==> src/rtl/eth_rx_frame_tagger.sv <==
// Receive-side front stage: one-cycle AXI-Stream pass-through plus per-frame
// metadata (timestamp, length, FCS status, truncation) into a small FWFT FIFO.
module eth_rx_frame_tagger #(
    parameter int C_META_DEPTH    = 4,
    parameter int C_MAX_FRAME_LEN = 1522
) (
    input  logic        clk,
    input  logic        resetn,
    input  logic [7:0]  s_axis_tdata,
    input  logic        s_axis_tuser,
    input  logic        s_axis_tlast,
    input  logic        s_axis_tvalid,
    output logic [7:0]  m_axis_tdata,
    output logic        m_axis_tuser,
    output logic        m_axis_tlast,
    output logic        m_axis_tvalid,
    input  logic [63:0] current_time,
    input  logic        time_running,
    input  logic        enable,
    output logic [63:0] meta_timestamp,
    output logic [15:0] meta_length,
    output logic        meta_fcs_bad,
    output logic        meta_truncated,
    output logic        meta_valid,
    input  logic        meta_ready,
    output logic [31:0] dropped_count
);

    localparam int          AW          = $clog2(C_META_DEPTH);
    localparam logic [15:0] MAX_LEN     = 16'(C_MAX_FRAME_LEN);
    localparam logic        TRUNC_FIRST = (C_MAX_FRAME_LEN < 1) ? 1'b1 : 1'b0;
    localparam logic [AW:0] PTR_ONE     = (AW + 1)'(1);

    typedef enum logic [1:0] {
        ST_SYNC     = 2'd0,
        ST_IDLE     = 2'd1,
        ST_IN_FRAME = 2'd2,
        ST_DISCARD  = 2'd3
    } state_t;

    typedef struct packed {
        logic [63:0] ts;
        logic [15:0] len;
        logic        fcs_bad;
        logic        trunc;
    } meta_t;

    state_t      state_r;
    logic [63:0] ts_r;
    logic [15:0] len_r;
    logic        trunc_r;
    meta_t       mem_r [C_META_DEPTH];
    logic [AW:0] wr_ptr_r;
    logic [AW:0] rd_ptr_r;
    logic [31:0] dropped_r;

    meta_t rec_s;
    meta_t head_s;
    logic  start_s;
    logic  at_max_s;
    logic  commit_s;
    logic  empty_s;
    logic  full_s;
    logic  pop_s;
    logic  push_s;
    logic  drop_s;

    assign start_s  = (state_r == ST_IDLE) && s_axis_tvalid && enable && time_running;
    assign at_max_s = (len_r == MAX_LEN);

    // Record as it would look if this cycle's byte closes the frame; also the next len/trunc.
    always_comb begin
        rec_s    = '0;
        commit_s = 1'b0;
        case (state_r)
            ST_IDLE: begin
                rec_s.ts      = current_time;
                rec_s.len     = 16'd1;
                rec_s.fcs_bad = s_axis_tuser;
                rec_s.trunc   = TRUNC_FIRST;
                commit_s      = start_s && s_axis_tlast;
            end
            ST_IN_FRAME: begin
                rec_s.ts      = ts_r;
                rec_s.len     = at_max_s ? len_r : (len_r + 16'd1);
                rec_s.fcs_bad = s_axis_tuser;
                rec_s.trunc   = trunc_r | at_max_s;
                commit_s      = s_axis_tvalid && s_axis_tlast;
            end
            default: begin
                rec_s    = '0;
                commit_s = 1'b0;
            end
        endcase
    end

    assign empty_s = (wr_ptr_r == rd_ptr_r);
    assign full_s  = (wr_ptr_r[AW] != rd_ptr_r[AW]) && (wr_ptr_r[AW-1:0] == rd_ptr_r[AW-1:0]);
    assign pop_s   = !empty_s && meta_ready;
    assign push_s  = commit_s && (!full_s || pop_s);
    assign drop_s  = commit_s && !push_s;

    // Unconditional one-cycle stream register.
    always_ff @(posedge clk or negedge resetn) begin
        if (!resetn) begin
            m_axis_tdata  <= 8'd0;
            m_axis_tuser  <= 1'b0;
            m_axis_tlast  <= 1'b0;
            m_axis_tvalid <= 1'b0;
        end else begin
            m_axis_tdata  <= s_axis_tdata;
            m_axis_tuser  <= s_axis_tuser;
            m_axis_tlast  <= s_axis_tlast;
            m_axis_tvalid <= s_axis_tvalid;
        end
    end

    // Tagging FSM; SYNC waits out a frame already in progress when reset releases.
    always_ff @(posedge clk or negedge resetn) begin
        if (!resetn) begin
            state_r <= ST_SYNC;
            ts_r    <= 64'd0;
            len_r   <= 16'd0;
            trunc_r <= 1'b0;
        end else begin
            case (state_r)
                ST_SYNC: begin
                    if (!s_axis_tvalid || s_axis_tlast) state_r <= ST_IDLE;
                    else                                state_r <= ST_SYNC;
                end
                ST_IDLE: begin
                    if (start_s) begin
                        ts_r    <= current_time;
                        len_r   <= 16'd1;
                        trunc_r <= TRUNC_FIRST;
                        state_r <= s_axis_tlast ? ST_IDLE : ST_IN_FRAME;
                    end else if (s_axis_tvalid && !s_axis_tlast) begin
                        state_r <= ST_DISCARD;
                    end else begin
                        state_r <= ST_IDLE;
                    end
                end
                ST_IN_FRAME: begin
                    if (s_axis_tvalid) begin
                        len_r   <= rec_s.len;
                        trunc_r <= rec_s.trunc;
                        state_r <= s_axis_tlast ? ST_IDLE : ST_IN_FRAME;
                    end else begin
                        state_r <= ST_IN_FRAME;
                    end
                end
                ST_DISCARD: begin
                    if (s_axis_tvalid && s_axis_tlast) state_r <= ST_IDLE;
                    else                               state_r <= ST_DISCARD;
                end
                default: state_r <= ST_SYNC;
            endcase
        end
    end

    // Metadata FIFO storage, pointers and saturating drop counter.
    always_ff @(posedge clk or negedge resetn) begin
        if (!resetn) begin
            for (int i = 0; i < C_META_DEPTH; i++) mem_r[i] <= '0;
            wr_ptr_r  <= '0;
            rd_ptr_r  <= '0;
            dropped_r <= 32'd0;
        end else begin
            if (push_s) begin
                mem_r[wr_ptr_r[AW-1:0]] <= rec_s;
                wr_ptr_r                <= wr_ptr_r + PTR_ONE;
            end
            if (pop_s) rd_ptr_r <= rd_ptr_r + PTR_ONE;
            if (drop_s && (dropped_r != 32'hFFFF_FFFF)) dropped_r <= dropped_r + 32'd1;
        end
    end

    assign head_s         = mem_r[rd_ptr_r[AW-1:0]];
    assign meta_timestamp = head_s.ts;
    assign meta_length    = head_s.len;
    assign meta_fcs_bad   = head_s.fcs_bad;
    assign meta_truncated = head_s.trunc;
    assign meta_valid     = !empty_s;
    assign dropped_count  = dropped_r;

endmodule
==> config.mk <==
export PLATFORM = sky130hd
export DESIGN_NAME = eth_rx_frame_tagger
export DESIGN_NICKNAME = d
export VERILOG_FILES = /design/src/rtl/eth_rx_frame_tagger.sv
export SDC_FILE = /design/constraint.sdc
export NUM_CORES = 1
export LEC_CHECK = 0
export CAP_MARGIN = 20
export CORE_UTILIZATION = 61
export CTS_CLUSTER_DIAMETER = 80
export CTS_CLUSTER_SIZE = 28
export DETAILED_ROUTE_END_ITERATION = 8
export HOLD_SLACK_MARGIN = 0.05
export PLACE_DENSITY = 0.85
export SETUP_SLACK_MARGIN = 0.02
export SYNTH_ARGS = -nofsm -noshare
export SYNTH_HDL_FRONTEND = slang
export SYNTH_SLANG_ARGS = --single-unit
==> constraint.sdc <==
create_clock -name clk -period 4.6 [get_ports clk]
set_input_delay 1.38 -clock clk [delete_from_list [all_inputs] [get_ports clk]]
set_output_delay 1.38 -clock clk [all_outputs]
set_load 0.01 [all_outputs]
==> reports/results.txt <==
Run status: finished, final reports clean
NumNets Final: 1926
Most frequent cells in the layout: dfrtp_1 (458), nand2_1 (363), o21ai_0 (326)
Vias/cell: 6.09
First-pass GRT wire length: 73600 um
Post-synthesis mux area share: 14.4%
Placed cell areas: 22100 um^2
Sequential cell area: 11500 um^2
Largest family of logic cells by synthesized area: multiplexers
CP Capture Type: output pin
Cts hold-fix bufs: 0
CP cell instances: buf_4 -> mux4_2 -> clkdlybuf4s50_1
CTS root buf: clkbuf_16
Synth warn: 0
Post-synth EDFFs: 0
Yosys reg bits: 460
Seq/Total Area, Yosys: 58.6%
Filler cell count: 2090
Peak supply drop: 0.000340 V
Commonest non-fill, non-tap cell in the layout: dfrtp_1
Share of layout cells above drive strength 1: 13.0%
IO Port Bufs: 205
Die area: 32900 um^2
Pre-CTS setup slack: 0.671 ns
Starting Density: 62.1%
Row count: 65
Synthesized-area fraction occupied by adder cells: 0.765%
Critical path class: flop to output pin
Measured slew at the worst slew-check pin: 1.05 ns
Post-CTS Setup Inserts: 0
Post-route setup slack: 0.358 ns
Final hold slack: 0.485 ns
Total of max-cap violations: 0
Mapped Area: 19600 um^2
CTS H-tree depth: 1
Multi-input gate area: 7630 um^2
Gpl congestion: 0.812
Gate Count Post-Synth: 1688
Compound-Gate Fraction of Synth Area: 11.2%
Req. time, crit path: 3.22 ns
Worst slew margin: 29.9%
Largest stage delay on the critical path: 0.86 ns
Max stage delay cell, worst path: dfrtp_4
Lkg Pwr: 9.85 nW
Length of the first detailed-routing pass in iterations: 7
FMAX: 0.236 GHz
Ys flop type: dfrtp_1
Vias in the first global route: 14300
Antenna violations before repair: 2
Final min period: 4.24 ns
PD cells: 509 nW/um^2
Net count after synthesis: 1780
DR vias: 13700
Tcrit/Tclk final: 92.2%
Fin Clk Skew: 0.0243 ns
Min-Delay Path Class: flop to flop
CP arrival: 2.86 ns
CTS clk-pin slew, worst paths: 0.11 ns
Crit-path max FO: 31
Area delta synth->final: 15.8%
Core Box Area: 31600 um^2
Total power draw: 11.6 mW
Wire per inst: 19.7 um
DIE HEIGHT: 181 um
Die Wd: 181 um
Synth Area in XOR/XNOR: 2.19%
Setup violators final: 0
Final Cell Area: 22700 um^2
RSZ-0062 raised after global routing: no
DRC viols: 0
Hold Violations, Final: 0
GR Overflow Total: 0
Clk_lat worst skew: 0.55 ns
DP HPWL: 29100 um
Crit-path leading delay family: flip-flops
Pin count of the biggest net entering global routing: 97
WP buf/inv: 2
Mapped Avg Cell Area: 11.6 um^2
Total track usage: 28.0%
Post-DRT Antenna Nets: 0
DR iter-0 viols: 1295
Io pins: 206
Synth Area in Simple Gates: 10.1%
CTS Buffer Depth: 3
CTS Buf Count: 21
Netlist cell types: 43
Drt total wl: 44100 um
Setup Total Neg Slack: 0 ns
CTS sink count: 460
Gates resized, CTS repair: 0
Fin. max-slew vios: 0
CTS tree: yes
Startpoint types: flop
Async set or reset register ratio after synthesis: 100%
-- routing by layer --
| layer | track usage [%] | vias to the layer above | wire length (um) |
|---|---|---|---|
| met5 | 0 | - | 17 |
| met4 | 9.76 | 2 | 1430 |
| met3 | 4.03 | 83 | 2310 |
| met2 | 48.0 | 402 | 22600 |
| met1 | 37.0 | 6960 | 17800 |
| li1 | - | 6216 | - |
-- cells by family after synthesis --
kind of cell / Yosys count
simple gates: 463
compound gates: 404
xor+xnor: 49
buf+inv: 131
fa+ha+maj: 12
mux: 169
flops: 460
-- tightest hold or removal path, stage by stage (launching register included) --
cell and delay, ns:
dfrtp_1 0.35, nand2_1 0.04, o21ai_0 0.06
-- where the power goes --
| part | leakage (nW) | internal (mW) | switching [mW] |
|---|---|---|---|
| logic | 3.38 | 1.78 | 1.89 |
| registers | 6.17 | 5.05 | 0.715 |
| clock network | 0.294 | 0.890 | 1.25 |
-- path summary, 6_finish.rpt --
path / startpoint / to / slack (ns) / depth (start not counted)
worst max-delay path: rd_ptr_r[0] / meta_timestamp[53] / 0.36 / 3
worst min-delay path: mem_r[57] / mem_r[57] / 0.48 / 2
worst max register to register: rd_ptr_r[0] / mem_r[186] / 1.52 / 7
worst min register to register: mem_r[57] / mem_r[57] / 0.48 / 2
max in group asynchronous: resetn / rd_ptr_r[1] / 2.73 / 2
min in group asynchronous: resetn / mem_r[284] / 0.82 / 1
-- synthesized netlist by cell type (3+ instances only) --
master      n  area [um^2]
xnor2_1    32          280
nor3_1     12         60.1
nor4_1      4         25.0
mux2i_1     5         50.1
mux4_2     82         1850
nor2_1     17         63.8
and4_1      6         52.6
a22oi_1    64          480
buf_2      28          140
and2_1      3         18.8
ha_1       12          150
buf_1      11         41.3
nand3_1    19         95.1
mux2_2     81          912
a21oi_1     4         20.0
nand2_1   367         1380
nand4_1    16          100
inv_1      17         63.8
clkbuf_1   74          278
o21ai_0   326         1630
dfrtp_1   460        11500
and3_1      3         18.8
xor2_1     17          149
-- cell type report --
cell class,instances,area share (%)
Timing Repair Buffer,237,10.6
Clock buffer,25,2.46
Clock inverter,4,0.215
Sequential cell,460,50.6
Antenna cell,1,0.0110
Inverter,17,0.281
Tap cell,402,2.21
Multi-Input combinational cell,1097,33.5
-- stage by stage --
step	cells	utilization (%)
2_1_floorplan	1688	-
3_3_place_gp	2213	70.0
3_5_place_dp	2213	70.0
4_1_cts	2242	71.9
5_1_grt	2243	71.9
6_report	2243	71.9
-- sequential cells by signal, indices dropped and copies added, names as in the netlist --
signal / flops
wr_ptr_r: 3
ts_r: 64
m_axis_tuser: 1
m_axis_tvalid: 1
rd_ptr_r: 3
len_r: 16
m_axis_tlast: 1
m_axis_tdata: 8
dropped_count: 32
state_r: 2
mem_r: 328
trunc_r: 1
Note: power is estimated with default switching activity, not from simulation.
